`src/rtl/core_pkg.sv`:
```
// Core-wide shared types: datapath width plus the instruction-memory arbiter's
// state, owner and in-flight record types.
package core_pkg;

    localparam int XLEN = 32;

    typedef enum logic {ARB_NORM, ARB_LOCK} imem_arb_state_t;

    typedef enum logic {OWN_FETCH, OWN_LDR} imem_owner_t;

    typedef struct packed {
        logic              valid;
        imem_owner_t       owner;
        logic              squash;
        logic [XLEN-1:0]   addr0;
        logic [XLEN-1:0]   addr1;
    } imem_inflight_t;

endpackage

```
`src/rtl/imem_arb_starve_ctr.sv`:
```
// Saturating fetch-denial counter; hit flags that fetch has waited MAX cycles.
module imem_arb_starve_ctr #(
    parameter int MAX = 8
) (
    input  logic clk,
    input  logic reset_n,
    input  logic inc,
    input  logic clr,
    output logic hit
);

    localparam int W = $clog2(MAX + 1);
    localparam logic [W-1:0] MAX_V = W'(MAX);

    logic [W-1:0] cnt;

    always_ff @(posedge clk or negedge reset_n) begin
        if (!reset_n) begin
            cnt <= '0;
        end else if (clr) begin
            cnt <= '0;
        end else if (inc && (cnt != MAX_V)) begin
            cnt <= cnt + 1'b1;
        end
    end

    assign hit = (cnt == MAX_V);

endmodule

```
`src/rtl/imem_arbiter.sv`:
```
// Arbitrates the single instruction-memory port between fetch and the loader
// and routes each read response back to its owner two cycles after grant.
module imem_arbiter
    import core_pkg::*;
#(
    parameter int STARVE_MAX = 8
) (
    input  logic                clk,
    input  logic                reset_n,
    input  logic                fetch_req,
    input  logic [XLEN-1:0]     fetch_addr0,
    input  logic [XLEN-1:0]     fetch_addr1,
    input  logic                fetch_flush,
    output logic                fetch_gnt,
    output logic                fetch_rvalid,
    output logic [2*XLEN-1:0]   fetch_raddr,
    output logic [2*XLEN-1:0]   fetch_rdata,
    input  logic                ldr_req,
    input  logic                ldr_we,
    input  logic                ldr_lock,
    input  logic [XLEN-1:0]     ldr_addr,
    input  logic [XLEN-1:0]     ldr_wdata,
    output logic                ldr_gnt,
    output logic                ldr_rvalid,
    output logic [XLEN-1:0]     ldr_rdata,
    output logic                mem_en,
    output logic                mem_we,
    output logic [XLEN-1:0]     mem_addr0,
    output logic [XLEN-1:0]     mem_addr1,
    output logic [XLEN-1:0]     mem_wdata,
    input  logic                mem_rvalid,
    input  logic [XLEN-1:0]     mem_rdata0,
    input  logic [XLEN-1:0]     mem_rdata1,
    output logic                arb_locked,
    output logic                err_spurious
);

    imem_arb_state_t state;
    imem_inflight_t  rec;
    imem_inflight_t  new_rec;
    logic            fetch_elig;
    logic            norm_arb;
    logic            starve_hit;
    logic            read_gnt;
    logic            squash_now;

    assign fetch_elig = fetch_req && !fetch_flush;
    // Once ldr_lock drops, a LOCK cycle arbitrates exactly like NORM.
    assign norm_arb   = (state == ARB_NORM) || !ldr_lock;

    always_comb begin
        fetch_gnt = 1'b0;
        ldr_gnt   = 1'b0;
        if (reset_n) begin
            if (norm_arb) begin
                if (fetch_elig && starve_hit) begin
                    fetch_gnt = 1'b1;
                end else if (ldr_req) begin
                    ldr_gnt = 1'b1;
                end else if (fetch_elig) begin
                    fetch_gnt = 1'b1;
                end
            end else begin
                ldr_gnt = ldr_req;
            end
        end
    end

    always_comb begin
        mem_en    = fetch_gnt || ldr_gnt;
        mem_we    = 1'b0;
        mem_addr0 = '0;
        mem_addr1 = '0;
        mem_wdata = '0;
        if (fetch_gnt) begin
            mem_addr0 = fetch_addr0;
            mem_addr1 = fetch_addr1;
        end else if (ldr_gnt) begin
            mem_we    = ldr_we;
            mem_addr0 = ldr_addr;
            mem_addr1 = ldr_addr + XLEN'(4);
            mem_wdata = ldr_wdata;
        end
    end

    imem_arb_starve_ctr #(
        .MAX (STARVE_MAX)
    ) u_starve (
        .clk     (clk),
        .reset_n (reset_n),
        .inc     (fetch_elig && !fetch_gnt),
        .clr     (!fetch_elig || fetch_gnt),
        .hit     (starve_hit)
    );

    always_ff @(posedge clk or negedge reset_n) begin
        if (!reset_n) begin
            state <= ARB_NORM;
        end else begin
            case (state)
                ARB_NORM: if (ldr_gnt && ldr_lock) state <= ARB_LOCK;
                ARB_LOCK: if (!ldr_lock) state <= ARB_NORM;
                default:  state <= ARB_NORM;
            endcase
        end
    end

    assign arb_locked = (state == ARB_LOCK);

    assign read_gnt = fetch_gnt || (ldr_gnt && !ldr_we);
    // A flush arriving in the response cycle squashes just like a stored one.
    assign squash_now = rec.squash || fetch_flush;

    always_comb begin
        new_rec.valid  = 1'b1;
        new_rec.owner  = fetch_gnt ? OWN_FETCH : OWN_LDR;
        new_rec.squash = 1'b0;
        new_rec.addr0  = mem_addr0;
        new_rec.addr1  = mem_addr1;
    end

    always_ff @(posedge clk or negedge reset_n) begin
        if (!reset_n) begin
            rec          <= '0;
            fetch_rvalid <= 1'b0;
            fetch_raddr  <= '0;
            fetch_rdata  <= '0;
            ldr_rvalid   <= 1'b0;
            ldr_rdata    <= '0;
            err_spurious <= 1'b0;
        end else begin
            fetch_rvalid <= 1'b0;
            ldr_rvalid   <= 1'b0;
            if (mem_rvalid && rec.valid) begin
                if (rec.owner == OWN_LDR) begin
                    ldr_rvalid <= 1'b1;
                    ldr_rdata  <= mem_rdata0;
                end else if (!squash_now) begin
                    fetch_rvalid <= 1'b1;
                    fetch_rdata  <= {mem_rdata1, mem_rdata0};
                    fetch_raddr  <= {rec.addr1, rec.addr0};
                end
            end
            if (mem_rvalid && !rec.valid) begin
                err_spurious <= 1'b1;
            end
            // A new read grant in the response cycle replaces the consumed record.
            if (read_gnt) begin
                rec <= new_rec;
            end else if (mem_rvalid) begin
                rec <= '0;
            end else if (rec.valid && fetch_flush) begin
                rec.squash <= 1'b1;
            end
        end
    end

endmodule

```
`config.mk`:
```
export PLATFORM = sky130hd
export DESIGN_NAME = imem_arbiter
export DESIGN_NICKNAME = d
export VERILOG_FILES = /design/src/rtl/core_pkg.sv /design/src/rtl/imem_arb_starve_ctr.sv /design/src/rtl/imem_arbiter.sv
export SDC_FILE = /design/constraint.sdc
export NUM_CORES = 1
export LEC_CHECK = 0
export ABC_AREA = 1
export BUFFER_PORTS_ARGS = -buffer_cell sky130_fd_sc_hd__clkbuf_2
export CAP_MARGIN = 0
export CORE_AREA = 2 2 183 185
export CTS_CLUSTER_SIZE = 28
export DETAILED_ROUTE_END_ITERATION = 10
export DIE_AREA = 0 0 185 187
export PLACE_DENSITY_LB_ADDON = 0.3
export SLEW_MARGIN = 30
export SYNTH_ARGS = -nofsm -noshare
export SYNTH_HDL_FRONTEND = slang
export SYNTH_SLANG_ARGS = --single-unit
```
`constraint.sdc`:
```
create_clock -name clk -period 2.1 [get_ports clk]
set_input_delay 0.42 -clock clk [delete_from_list [all_inputs] [get_ports clk]]
set_output_delay 0.42 -clock clk [all_outputs]
set_load 0.005 [all_outputs]
```
# --- After elaboration in Yosys (flattened, before gate mapping) ---
# Index checks and enable logic that the tools add are counted.
totals:
  word_cells: 78
  input_bits: 200
  out_inout_bits: 264
  reg_bits: 235
classes:
  muxes: 33
  eq_ne: 2
  reduce_logical: 25
  add_sub_neg: 2
  bitwise: 3
ops:
  columns: ["cell", "n"]
  rows:
  - ["$mux W32", 6]
  - ["$mux W67", 1]
  - ["$mux W64", 1]
  - ["$add A32 B3 Y32 const B", 1]
  - ["$mux W1", 21]
  - ["$logic_and A1 B1 Y1", 9]
  - ["$mux W4", 2]
  - ["$logic_not A1 Y1", 6]
  - ["$logic_or A1 B1 Y1", 5]
  - ["$add A4 B1 Y4 const B", 1]
  - ["$eq A4 B4 Y1 const B", 1]
  - ["$ne A4 B4 Y1 const B", 1]
  - ["$reduce_bool A2 Y1", 2]
  - ["$not A1 Y1", 3]
  - ["$reduce_and A3 Y1", 1]
  - ["$reduce_bool A3 Y1", 1]
  - ["$mux W2", 1]
  - ["$pmux W1 S2", 1]
  - ["$reduce_and A2 Y1", 1]

# --- Logic depth before layout (Yosys ltp) ---
# Gate-level depths: netlist (run 1).
logic_depth:
  word_depth: 12
  mapped_depth: 12
  depth_no_buf: 11

# --- By module ---
# From an unflattened synthesis (run 1), not the netlist that was laid out.
unflattened:
  cells_unflattened: 1367
  area_unflattened_um2: 10672.7
by_module_without_submodules:
  columns: ["mod", "n_inst", "area_per_inst_um2", "cells_each", "seq_area_each_um2"]
  rows:
  - ["imem_arbiter", 1, 10443.8, 1338, 5780.5]
  - ["imem_arb_starve_ctr", 1, 229.0, 29, 100.1]

# --- Worst setup path before layout (run 1) ---
# No wires, ideal clock.
synth_timing:
  kind: "register -> output"
  start: "reg u_starve.cnt[0]"
  end: "out mem_en"
  path_buffers: 2
  path_stages_with_launch: 10
  required_time_ns: 1.680
  arrival_ns: 1.521
  path_slack_ns: 0.159
  cell_sequence: "dfrtp_1 -> inv_1 -> ha_1 -> nand2_1 -> nor2_2 -> nand3_1 -> nand2_2 -> buf_4 -> buf_2 -> nand2_1"
synth_between:
  elab_chain_cells: 6
  elab_cells_between_ends: 9
  classes_between: "1 x eq/ne; 6 x mux; 2 x reduce/logical"
synth_rtl:
  columns: ["item", "line", "source"]
  rows:
  - ["from (decl)", "imem_arb_starve_ctr.sv:15", "logic [W-1:0] cnt;"]
  - ["from (signal assigned)", "imem_arb_starve_ctr.sv:23", "cnt <= cnt + 1'b1;"]
  - ["$eq A4 B4 Y1 *", "imem_arb_starve_ctr.sv:27", "assign hit = (cnt == MAX_V);"]
  - ["$logic_and A1 B1 Y1 *", "imem_arbiter.sv:56", "if (fetch_elig && starve_hit) begin"]
  - ["$mux W1", "imem_arbiter.sv:56", null]
  - ["$mux W1", "imem_arbiter.sv:55", "if (norm_arb) begin"]
  - ["$mux W1", "imem_arbiter.sv:54", "if (reset_n) begin"]
  - ["$logic_or A1 B1 Y1 *", "imem_arbiter.sv:70", "mem_en = fetch_gnt || ldr_gnt;"]
  - ["to (decl)", "imem_arbiter.sv:26", "output logic mem_en,"]
# Mark *: on every way between the ends. The rest lies on a longest branch, timed or not.

# --- Worst setup path after layout (run 1) ---
layout_timing:
  start: "reg u_starve.cnt[0]"
  end: "out mem_addr0[7]"
layout_between:
  elab_chain_cells: 7
  elab_cells_between_ends: 10
  classes_between: "1 x eq/ne; 8 x mux; 1 x reduce/logical"
layout_rtl:
  columns: ["item", "line", "source"]
  rows:
  - ["$eq A4 B4 Y1 *", "imem_arb_starve_ctr.sv:27", null]
  - ["$logic_and A1 B1 Y1 *", "imem_arbiter.sv:56", null]
  - ["$mux W1", "imem_arbiter.sv:56", null]
  - ["$mux W1", "imem_arbiter.sv:55", null]
  - ["$mux W1", "imem_arbiter.sv:54", null]
  - ["$mux W32", "imem_arbiter.sv:78", "end else if (ldr_gnt) begin"]
  - ["$mux W32 *", "imem_arbiter.sv:75", "if (fetch_gnt) begin"]
  - ["to (decl)", "imem_arbiter.sv:28", "output logic [XLEN-1:0] mem_addr0,"]
# Marked as above.

==> flow_summary_export.csv, run 1 <==
group,metric,value,unit
global_route,gr-total-overflow,0,
placement,io_buffers,463,
detailed_routing,ant_nets,0,
sta,timing.slew.headroom,40.9,%
power,peakVddDrop,0.448,mV
run,cap_viol_max_count,0,
synth,netlist_instances,1385,
detailed_routing,drcViolationCount,0,
global_route,grt_pass1_wl,66600,µm
sta,setup_violations,101,
sta,clock.fmax,387,MHz
clock_network,clk_path_buf_depth,3,
floorplanning,rows,67,
floorplanning,initial_utilization,32.9,%
finish,syn_to_final_growth,63.0,%
clock_network,htree_levels,1,
synth,yosys_warnings,0,
synth,yosysSeqAreaShare,54.4,%
placement,place_area,14400,µm²
sta,period_needed,2580,ps
floorplanning,pin_count,464,
detailed_routing,num_vias,11597,
synth,async_flop_share,100,%
sta,finalHoldViolations,0,
sta,drv_slew,0,
sta,rsz0062_at_grt,"true",
floorplanning,core,32900,µm²
global_route,grt_antenna_before_repair,3,
detailed_routing,viasPerCell,4.68,
synth,yosysUniqueCellTypes,25,
detailed_routing,wire_per_inst,18.4,µm
floorplanning,die_area,34600,µm²
sta,tightest_slew,886,ps
setup_path,critPathArrivalTime,2160,ps
setup_path,start_kind,"flop",
synth,synth_edf_count,0,
floorplanning,die_h,187,µm
clock_network,cts_tree,"built",
finish,drive_gt1_share,43.7,%
run_status,violations,"setup timing",
placement,post-dp-hpwl,32000,µm
detailed_routing,firstDrtPassIters,4,
clock_network,clk_pin_slew,60,ps
global_route,first_global_vias,11568,
setup_path,worstPathRequired,1680,ps
sta,finClkSkew,22.4,ps
global_route,grt_use_total,25.1,%
finish,final_nets,2214,
sta,fin_crit_sh,123,%
sta,layout_setup_ws,-481,ps
global_route,grt_max_degree,141,
placement,place_ws,-281,ps
run_status,status,"finished, violations left",
synth,synth_nets,1588,
setup_path,crit_path_end_kind,"output pin",
detailed_routing,drt_iter0_drc,586,
finish,fin_area,17600,µm²
clock_network,cts_made_buffers,25,
detailed_routing,postRouteWirelength,45600,µm
synth,avgSynthCellArea,7.81,µm²
power,power.leakage,9.75,nW
floorplanning,fp.dieW,185,µm
finish,n_fill_cell,3049,
synth,netlist_area,10800,µm²
placement,gp_congestion,0.897,
setup_path,path_max_fanout,6,
synth,synthFlopType,"dfrtp_1",
clock_network,clock_latency,530,ps
worst_hold_path,min_path_type,"primary input to flop",
power,power.density,762,nW/µm²
clock_network,clock_sinks,235,
clock_network,clock-root-buffer,"clkbuf_16",
synth,ys_seq_elements,235,
setup_path,worstSetupPathType,"flop to output pin",
## per-stage QoR
| stage | setup TNS [ps] | total power, W | std cells | hold WS [ps] | utilization (%) |
|---|---|---|---|---|---|
| after floorplan | 0 | 0.00666 | 1385 | 124 | - |
| after global placement | -4380 | 0.00823 | 2345 | 387 | 43.9 |
| after detailed placement | -5570 | 0.00830 | 2345 | 382 | 43.9 |
| after CTS | -40950 | 0.0133 | 2473 | 79.5 | 50.8 |
| after global routing | -50820 | 0.0142 | 2479 | 93.0 | 53.7 |
| final | -38870 | 0.0134 | 2479 | 103 | 53.7 |
## cell usage after synthesis (all sizes together), types with 3 or more instances
master	count	area, µm²
nand4	5	31.3
ha	3	37.5
buf	46	282
nor2	102	405
inv	172	646
a21oi	3	15.0
dfrtp	235	5880
nand3	40	200
clkbuf	18	67.6
nand2	550	2070
o21ai	202	1090
xor2	4	35.0
## worst max-delay path, stage by stage (launching register included)
cell	delay, ps
dfrtp_1	380
inv_2	90
ha_4	170
nand2_4	60
nor2_4	110
nand3_2	90
nand2_4	130
buf_12	150
clkbuf_16	170
buf_6	100
o21ai_4	50
buf_2	140
## registers in the layout (all words and copies together), names as in the netlist
register      count
fetch_rvalid      1
err_spurious      1
rec              67
ldr_rvalid        1
u_starve.cnt      4
fetch_raddr      64
ldr_rdata        32
fetch_rdata      64
arb_locked        1
## worst paths after layout
kind	start	to	slack, ps	cells after the start
setup reg to reg	u_starve.cnt[0]	rec[40]	-250	18
setup / recovery	u_starve.cnt[0]	mem_addr0[7]	-480	11
hold / removal	mem_rdata1[21]	fetch_rdata[53]	100	3
min in group asynchronous	reset_n	fetch_raddr[30]	150	3
max in group asynchronous	reset_n	rec[22]	1190	3
hold reg to reg	fetch_rdata[61]	fetch_rdata[61]	470	2
## routing by layer
metal / vias to the layer above / GRT usage [%] / wire (µm)
li1: 5535 / - / -
met1: 5436 / 30.0 / 17500
met2: 496 / 43.2 / 22400
met3: 130 / 5.30 / 3350
met4: 0 / 11.4 / 2400
met5: - / 0 / 0
## power breakdown
part           switching [W]  leakage [nW]  internal [W]
Combinational        0.00158          6.18       0.00141
Clock                0.00186         0.448       0.00292
Sequential          0.000418          3.12       0.00525
## cells by family after synthesis
family | count (synthesis) | share of synthesized area (%)
buf+inv | 236 | 9.19
flops | 235 | 54.4
compound gates | 206 | 10.2
simple gates | 700 | 25.4
xor+xnor | 5 | 0.405
fa+ha+maj | 3 | 0.347
## layout make-up
cell class                      instances  area (µm²)  share of cell area, %
Clock buffer                           33         726                   4.12
Timing Repair Buffer                  663        4670                   26.5
Antenna cell                            2        5.00                 0.0284
Inverter                              172         668                   3.79
Multi-Input combinational cell        914        4950                   28.1
Sequential cell                       235        5880                   33.4
Clock inverter                         12         168                  0.951
Tap cell                              448         561                   3.18
## repair_timing
item | 4_1_cts | 5_1_grt
gates cloned | 10 | 7
buffers inserted | 73 | 34
hold buffers | 1 | 0
setup endpoints to repair | 100 | 144
resized for setup | 153 | 214
pin swaps | 19 | 43
hold endpoints to repair | 4 | 0
## layout by cell type (no fill, tap or decap), drive strengths merged
cell type and instances:
nand2 550, clkbuf 469, dfrtp 235, buf 226, o21ai 202, inv 172, nor2 102, nand3 40
clkinv 8, nand4 5, xor2 4, bufinv 4, a21oi 3, ha 3, diode 2, nand3b 1
nor4 1, xnor2 1, nor3 1, o21bai 1, dlygate4sd3 1
Note: power is estimated with default switching activity, not from simulation.
==> inputs of run 2 (changes only) <==
--- a/config.mk
+++ b/config.mk
@@ -8,10 +8,10 @@
 export ABC_AREA = 1
 export BUFFER_PORTS_ARGS = -buffer_cell sky130_fd_sc_hd__clkbuf_2
 export CAP_MARGIN = 0
-export CORE_AREA = 2 2 183 185
+export CORE_AREA = 2 2 178 180
 export CTS_CLUSTER_SIZE = 28
 export DETAILED_ROUTE_END_ITERATION = 10
-export DIE_AREA = 0 0 185 187
+export DIE_AREA = 0 0 180 182
 export PLACE_DENSITY_LB_ADDON = 0.3
 export SLEW_MARGIN = 30
 export SYNTH_ARGS = -nofsm -noshare
==> constraint.sdc (replaced) <==
create_clock -name clk -period 2.4 [get_ports clk]
set_input_delay 0.48 -clock clk [delete_from_list [all_inputs] [get_ports clk]]
set_output_delay 0.48 -clock clk [all_outputs]
set_load 0.005 [all_outputs]
==> flow_summary_export.csv, run 2 (synthesized netlist as in run 1, its figures left out) <==
group,metric,value,unit
detailed_routing,wire_per_inst,17.5,µm
run_status,status,"finished, violations left",
detailed_routing,drt_iter0_drc,551,
floorplanning,fp.dieW,180,µm
detailed_routing,drcViolationCount,0,
global_route,grt_max_degree,141,
setup_path,cpPeakStageDelay,390,ps
floorplanning,pin_count,464,
setup_path,start_kind,"flop",
finish,stdcell_count,2399,
finish,mostFrequentLayoutCells,"nand2_1 (480), clkbuf_2 (427), dfrtp_1 (235)",
floorplanning,die_area,32800,µm²
sta,drv_slew,0,
placement,post-dp-hpwl,30000,µm
global_route,grt_use_met2,43.9,%
sta,layout_setup_ws,-305,ps
worst_hold_path,hp-start,"mem_rdata1[9]",
power,power.density,695,nW/µm²
run_status,violations,"setup timing",
floorplanning,core,31000,µm²
finish,n_fill_cell,2902,
finish,syn_to_final_growth,54.9,%
finish,final_common_cell,"nand2_1",
sta,rsz0062_at_grt,"true",
detailed_routing,firstDrtPassIters,5,
setup_path,crit_path_end_kind,"output pin",
global_route,grt_pass1_wl,63900,µm
power,peakVddDrop,0.447,mV
setup_path,crit_path_cell_trace,"inv_2 > ha_4 > nand2_2 > nor2_4 > nand3_2 > nand2_4 > buf_12 > buf_12 > nor2_2 > o21ai_1 > nand3_2 > clkbuf_2",
sta,timing.slew.headroom,46.6,%
global_route,gr-total-overflow,0,
sta,finalHoldViolations,0,
finish,final_nets,2180,
finish,drive_gt1_share,41.4,%
sta,clock.fmax,370,MHz
global_route,grt_use_met3,4.95,%
run,cap_viol_max_count,0,
floorplanning,initial_utilization,34.9,%
placement,gp_congestion,0.901,
sta,tightest_slew,801,ps
clock_network,cts_made_buffers,26,
clock_network,clock-root-buffer,"clkbuf_16",
setup_path,worstPathRequired,1920,ps
finish,largest_reg_flops,67,
setup_path,worstSetupPathType,"flop to output pin",
floorplanning,die_h,182,µm
placement,placedCellCount,2251,
power,fin_total_pwr,0.0116,W
detailed_routing,viasPerCell,4.73,
clock_network,clock_sinks,235,
global_route,first_global_vias,11342,
placement,place_ws,-128,ps
setup_path,path_max_fanout,8,
setup_path,slowest_stage,"dfrtp_1",
detailed_routing,postRouteWirelength,41900,µm
detailed_routing,num_vias,11338,
detailed_routing,ant_nets,0,
sta,tns,-22210,ps
clock_network,cts_tree,"built",
finish,largestRegisters,"rec x67, fetch_raddr x64, fetch_rdata x64",
setup_path,critPathBufInv,4,
sta,finClkSkew,19.6,ps
finish,top_register,"rec",
floorplanning,rows,65,
global_route,globalRouteMet1Util,29.7,%
sta,setup_violations,103,
setup_path,critPathArrivalTime,2230,ps
clock_network,clk_pin_slew,60,ps
global_route,grt_antenna_before_repair,2,
sta,period_needed,2710,ps
clock_network,clk_path_buf_depth,3,
sta,fin_crit_sh,113,%
power,power.leakage,9.33,nW
setup_path,critPathLaunch,"u_starve.cnt[0]",
global_route,grt_use_total,24.8,%
placement,io_buffers,463,
clock_network,clock_latency,530,ps
clock_network,htree_levels,1,
setup_path,crit_family,"simple AND/OR/NAND/NOR gates",
worst_hold_path,min_path_type,"primary input to flop",
setup_path,reg2reg_from,"u_starve.cnt[0]",
finish,final_core_util,54.1,%
global_route,grt.busiest_layer,"met2",
## run 2: final timing paths
| path | depth (start not counted) | to | slack (ps) |
|---|---|---|---|
| max | 12 | mem_addr1[24] | -310 |
| min | 3 | fetch_rdata[41] | 160 |
| max reg2reg | 20 | rec[0] | -210 |
| min reg2reg | 2 | fetch_rdata[42] | 470 |
| max in group asynchronous | 4 | fetch_rdata[20] | 360 |
| min in group asynchronous | 2 | rec[20] | 540 |
## run 2: worst min-delay path, delay by kind of cell
| family | cells | cell delay (ps) |
|---|---|---|
| and+or+nand+nor | 2 | 90 |
| buffers and inverters | 1 | 80 |
## run 2: routing by layer
metal / up-vias / part of all wire [%]
met5: - / 0.031
met4: 2 / 3.7
met3: 81 / 6.7
met2: 466 / 50
met1: 5338 / 39
li1: 5451 / -
## run 2: per-stage QoR
stage | hold WS, ps | area (µm²)
after global routing | 147 | 16800
final | 162 | 16800
after floorplan | 184 | 10800
after detailed placement | 299 | 13900
after global placement | 296 | 13900
after CTS | 136 | 16300
## run 2: final cells by class
cell class,count,area (µm²),area share [%]
sequential,235,5880,35.1
multi-input combinational,914,4580,27.4
timing repair buffer,628,4190,25.0
clock buffer,43,836,4.99
inverter,172,663,3.96
tap,402,503,3.00
clock inverter,4,95.1,0.568
antenna,1,2.50,0.0149
## run 2: power breakdown
group | internal [W] | switching, W | leakage, nW
Sequential | 0.00460 | 0.000341 | 3.12
Combinational | 0.00114 | 0.00130 | 5.75
Clock | 0.00268 | 0.00158 | 0.458
Total | 0.00842 | 0.00323 | 9.33
## run 2: timing repair
| item | CTS | global route |
|---|---|---|
| hold endpoints to repair | 21 | 0 |
| gates cloned | 12 | 1 |
| setup endpoints to repair | 100 | 104 |
| hold buffers | 1 | 0 |
| buffers inserted | 68 | 21 |
| resized for setup | 165 | 113 |
| pin swaps | 25 | 18 |
==> inputs of run 3 (changes only) <==
--- a/config.mk
+++ b/config.mk
@@ -8,12 +8,12 @@
 export ABC_AREA = 1
 export BUFFER_PORTS_ARGS = -buffer_cell sky130_fd_sc_hd__clkbuf_2
 export CAP_MARGIN = 0
-export CORE_AREA = 2 2 178 180
+export CORE_AREA = 2 2 182 184
 export CTS_CLUSTER_SIZE = 28
 export DETAILED_ROUTE_END_ITERATION = 10
-export DIE_AREA = 0 0 180 182
-export PLACE_DENSITY_LB_ADDON = 0.3
+export DIE_AREA = 0 0 184 186
 export SLEW_MARGIN = 30
 export SYNTH_ARGS = -nofsm -noshare
 export SYNTH_HDL_FRONTEND = slang
+export SYNTH_HIERARCHICAL = 1
 export SYNTH_SLANG_ARGS = --single-unit
==> flow_summary_export.csv, run 3 <==
group,metric,value,unit
run_status,status,"finished, violations left",
run_status,violations,"setup timing",
floorplanning,die_h,186,µm
clock_network,htree_levels,1,
synth,yosysUniqueCellTypes,30,
finish,final_nets,2186,
global_route,grt_use_total,24.4,%
setup_path,path_max_fanout,6,
placement,place_ws,-148,ps
setup_path,critPathBufInv,8,
detailed_routing,viasPerCell,4.79,
detailed_routing,num_vias,11556,
setup_path,rr_worst_depth,21,
floorplanning,rows,66,
floorplanning,initial_utilization,33.1,%
synth,yosys_warnings,6,
sta,tightest_slew,847,ps
synth,ys_top_cells_by_count,"nand2_1 (556), dfrtp_1 (235), inv_1 (159), o21ai_1 (101), o21ai_0 (89)",
finish,drive_gt1_share,43.8,%
detailed_routing,wire_per_inst,19.5,µm
synth,avgSynthCellArea,7.81,µm²
placement,io_buffers,463,
clock_network,clock_sinks,235,
synth,muxShareOfSynthArea,0,%
global_route,gr-total-overflow,0,
synth,synth-xor-area-share,0.0821,%
synth,synth_edf_count,0,
synth,synth_area_leaders,"dfrtp_1 (55%), nand2_1 (20%), inv_1 (5.6%), o21ai_1 (4.7%), o21ai_0 (4.2%)",
clock_network,cts_made_buffers,26,
setup_path,slowest_stage,"dfrtp_1",
synth,synth-simple-area-share,25.4,%
sta,setup_violations,161,
clock_network,clk_path_buf_depth,3,
sta,finClkSkew,24.2,ps
synth,synth_compound_gate_area_share,10.4,%
synth,yosysSeqAreaShare,55.1,%
finish,largest_reg_flops,67,
setup_path,critPathLaunch,"u_starve/cnt[0]",
sta,timing.slew.headroom,43.5,%
setup_path,crit_family,"buffers and inverters",
detailed_routing,firstDrtPassIters,5,
power,peakVddDrop,0.462,mV
finish,n_fill_cell,3063,
finish,mostFrequentLayoutCells,"nand2_1 (475), clkbuf_2 (423), dfrtp_1 (235)",
setup_path,reg2reg_to,"rec[11]",
synth,yosysMostFrequentCell,"nand2_1",
global_route,grt_pass1_wl,64200,µm
synth,yosysTopAreaCellShare,55.1,%
worst_hold_path,hold_end,"fetch_rdata[44]",
floorplanning,die_area,34200,µm²
synth,synth_top_family_by_area,"simple AND/OR/NAND/NOR gates",
setup_path,worstSetupPathType,"flop to output pin",
detailed_routing,drcViolationCount,0,
setup_path,reg2reg_from,"u_starve/cnt[0]",
synth,synth_nets,1570,
setup_path,cpPeakStageDelay,360,ps
finish,largestRegisters,"rec x67, fetch_raddr x64, fetch_rdata x64",
synth,ys_seq_elements,235,
finish,top_register,"rec",
setup_path,worstPathRequired,1920,ps
global_route,grt_antenna_before_repair,2,
detailed_routing,ant_nets,0,
finish,final_common_cell,"nand2_1",
sta,clock.fmax,349,MHz
synth,synthFlopType,"dfrtp_1",
finish,syn_to_final_growth,61.1,%
setup_path,rrSetupSlack,-410,ps
sta,drv_slew,0,
sta,fin_crit_sh,119,%
floorplanning,pin_count,464,
clock_network,clk_pin_slew,70,ps
synth,yosysTopAreaCell,"dfrtp_1",
worst_hold_path,hold_depth,3,
synth,netlist_instances,1367,
floorplanning,fp.dieW,184,µm
floorplanning,core,32200,µm²
worst_hold_path,min_path_type,"primary input to flop",
setup_path,start_kind,"flop",
clock_network,clock_latency,540,ps
sta,tns,-43520,ps
sta,layout_setup_ws,-462,ps
worst_hold_path,hp-start,"mem_rdata1[12]",
synth,async_flop_share,100,%
run,cap_viol_max_count,0,
setup_path,crit_path_cell_trace,"inv_2 > ha_4 > nand3b_1 > inv_1 > inv_2 > nor2_4 > a21oi_4 > buf_4 > inv_8 > buf_12 > buf_12 > o21ai_2 > clkbuf_2",
power,power.density,684,nW/µm²
clock_network,cts_tree,"built",
placement,post-dp-hpwl,30900,µm
global_route,first_global_vias,11252,
sta,period_needed,2860,ps
global_route,grt_max_degree,147,
detailed_routing,drt_iter0_drc,642,
placement,gp_congestion,0.933,
sta,finalHoldViolations,0,
power,power.leakage,9.54,nW
setup_path,crit_path_end_kind,"output pin",
synth,synth_fa_ha_area_share,0.352,%
detailed_routing,postRouteWirelength,47000,µm
sta,rsz0062_at_grt,"true",
setup_path,critPathArrivalTime,2380,ps
synth,netlist_area,10700,µm²
clock_network,clock-root-buffer,"clkbuf_16",
==> run 3: cell count changes after synthesis, moves of 8 or more <==
| cell | previous run | this run |
|---|---|---|
| o21ai_1 | 122 | 101 |
| o21ai_0 | 60 | 89 |
| o21ai_2 | 20 | 12 |
| inv_1 | 168 | 159 |
| clkbuf_1 | 18 | 32 |
| buf_2 | 36 | 16 |
| nor2_1 | 97 | 81 |
| nand2_1 | 548 | 556 |
==> run 3: what timing repair did <==
| action | CTS | global route |
|---|---|---|
| endpoints found under the setup margin | 100 | 155 |
| endpoints found under the hold margin | 18 | 0 |
| hold buffers | 1 | 0 |
| gates cloned | 6 | 19 |
| setup buffers | 67 | 39 |
| pin swaps | 4 | 26 |
| resized for setup | 143 | 236 |
==> run 3: worst max-delay path by stage <==
stage,slack [ps],cells after the start,endpoint
after floorplan,140,12,mem_wdata[22]
after global placement,-130,11,mem_addr0[6]
after detailed placement,-150,11,mem_addr0[6]
after CTS,-420,12,mem_addr1[25]
after global routing,-570,13,mem_addr1[7]
final,-460,13,mem_addr1[7]
==> run 3: report_power, final <==
part	switching [W]	internal, W
clock	0.00168	0.00255
sequential	0.000346	0.00460
combinational	0.00138	0.00121
==> run 3: cell type report <==
| type | instances | area [µm²] | share of cell area (%) |
|---|---|---|---|
| tap | 408 | 510 | 2.97 |
| timing repair buffer | 650 | 4640 | 27.0 |
| inverter | 164 | 648 | 3.77 |
| sequential | 235 | 5880 | 34.2 |
| antenna | 2 | 5.00 | 0.0291 |
| multi-input combinational | 905 | 4590 | 26.7 |
| clock buffer | 32 | 713 | 4.15 |
| timing repair inverter | 1 | 11.3 | 0.0655 |
| clock inverter | 16 | 198 | 1.15 |
==> run 3: logic make-up (layout without fill, tap and decap cells) <==
group	count (synthesis)	in the layout
AOI/OAI and AO/OA	209	209
buffers and inverters	227	863
and+or+nand+nor	692	692
other	0	2
DFF	235	235
adders and majority gates	3	3
xor gates and xnor gates	1	1
==> run 3: worst register-to-register path, cell delays in order (launching register included) <==
cell and delay, ps:
dfrtp_1 390, inv_2 80, ha_4 130, nand3b_1 100
inv_1 90, inv_2 60, nor2_4 90, a21oi_4 70
buf_4 150, clkbuf_16 170, o211ai_1 180, nand2_4 100
buf_6 120, buf_4 120, buf_4 120, buf_4 120
buf_4 120, buf_4 120, buf_4 130, buf_4 130
nand2_2 50, o21ai_1 60
==> run 3: routing by layer <==
layer | up-vias | track usage, % | wire (µm)
li1 | 5478 | - | -
met1 | 5424 | 28.1 | 18000
met2 | 543 | 42.1 | 22700
met3 | 109 | 6.63 | 3840
met4 | 2 | 11.5 | 2430
met5 | - | 0 | 14
==> run 3: per-stage QoR <==
| stage | instances | utilization (%) | hold slack [ps] | cell area [µm²] | total power, W |
|---|---|---|---|---|---|
| global placement | 2240 | 43.0 | 284 | 13800 | 0.00713 |
| global route | 2412 | 53.4 | 125 | 17200 | 0.0124 |
| detailed placement | 2240 | 43.0 | 284 | 13800 | 0.00718 |
| CTS | 2362 | 49.3 | 110 | 15900 | 0.0116 |
| finish | 2413 | 53.4 | 136 | 17200 | 0.0118 |
| floorplan | 1367 | - | 184 | 10700 | 0.00581 |
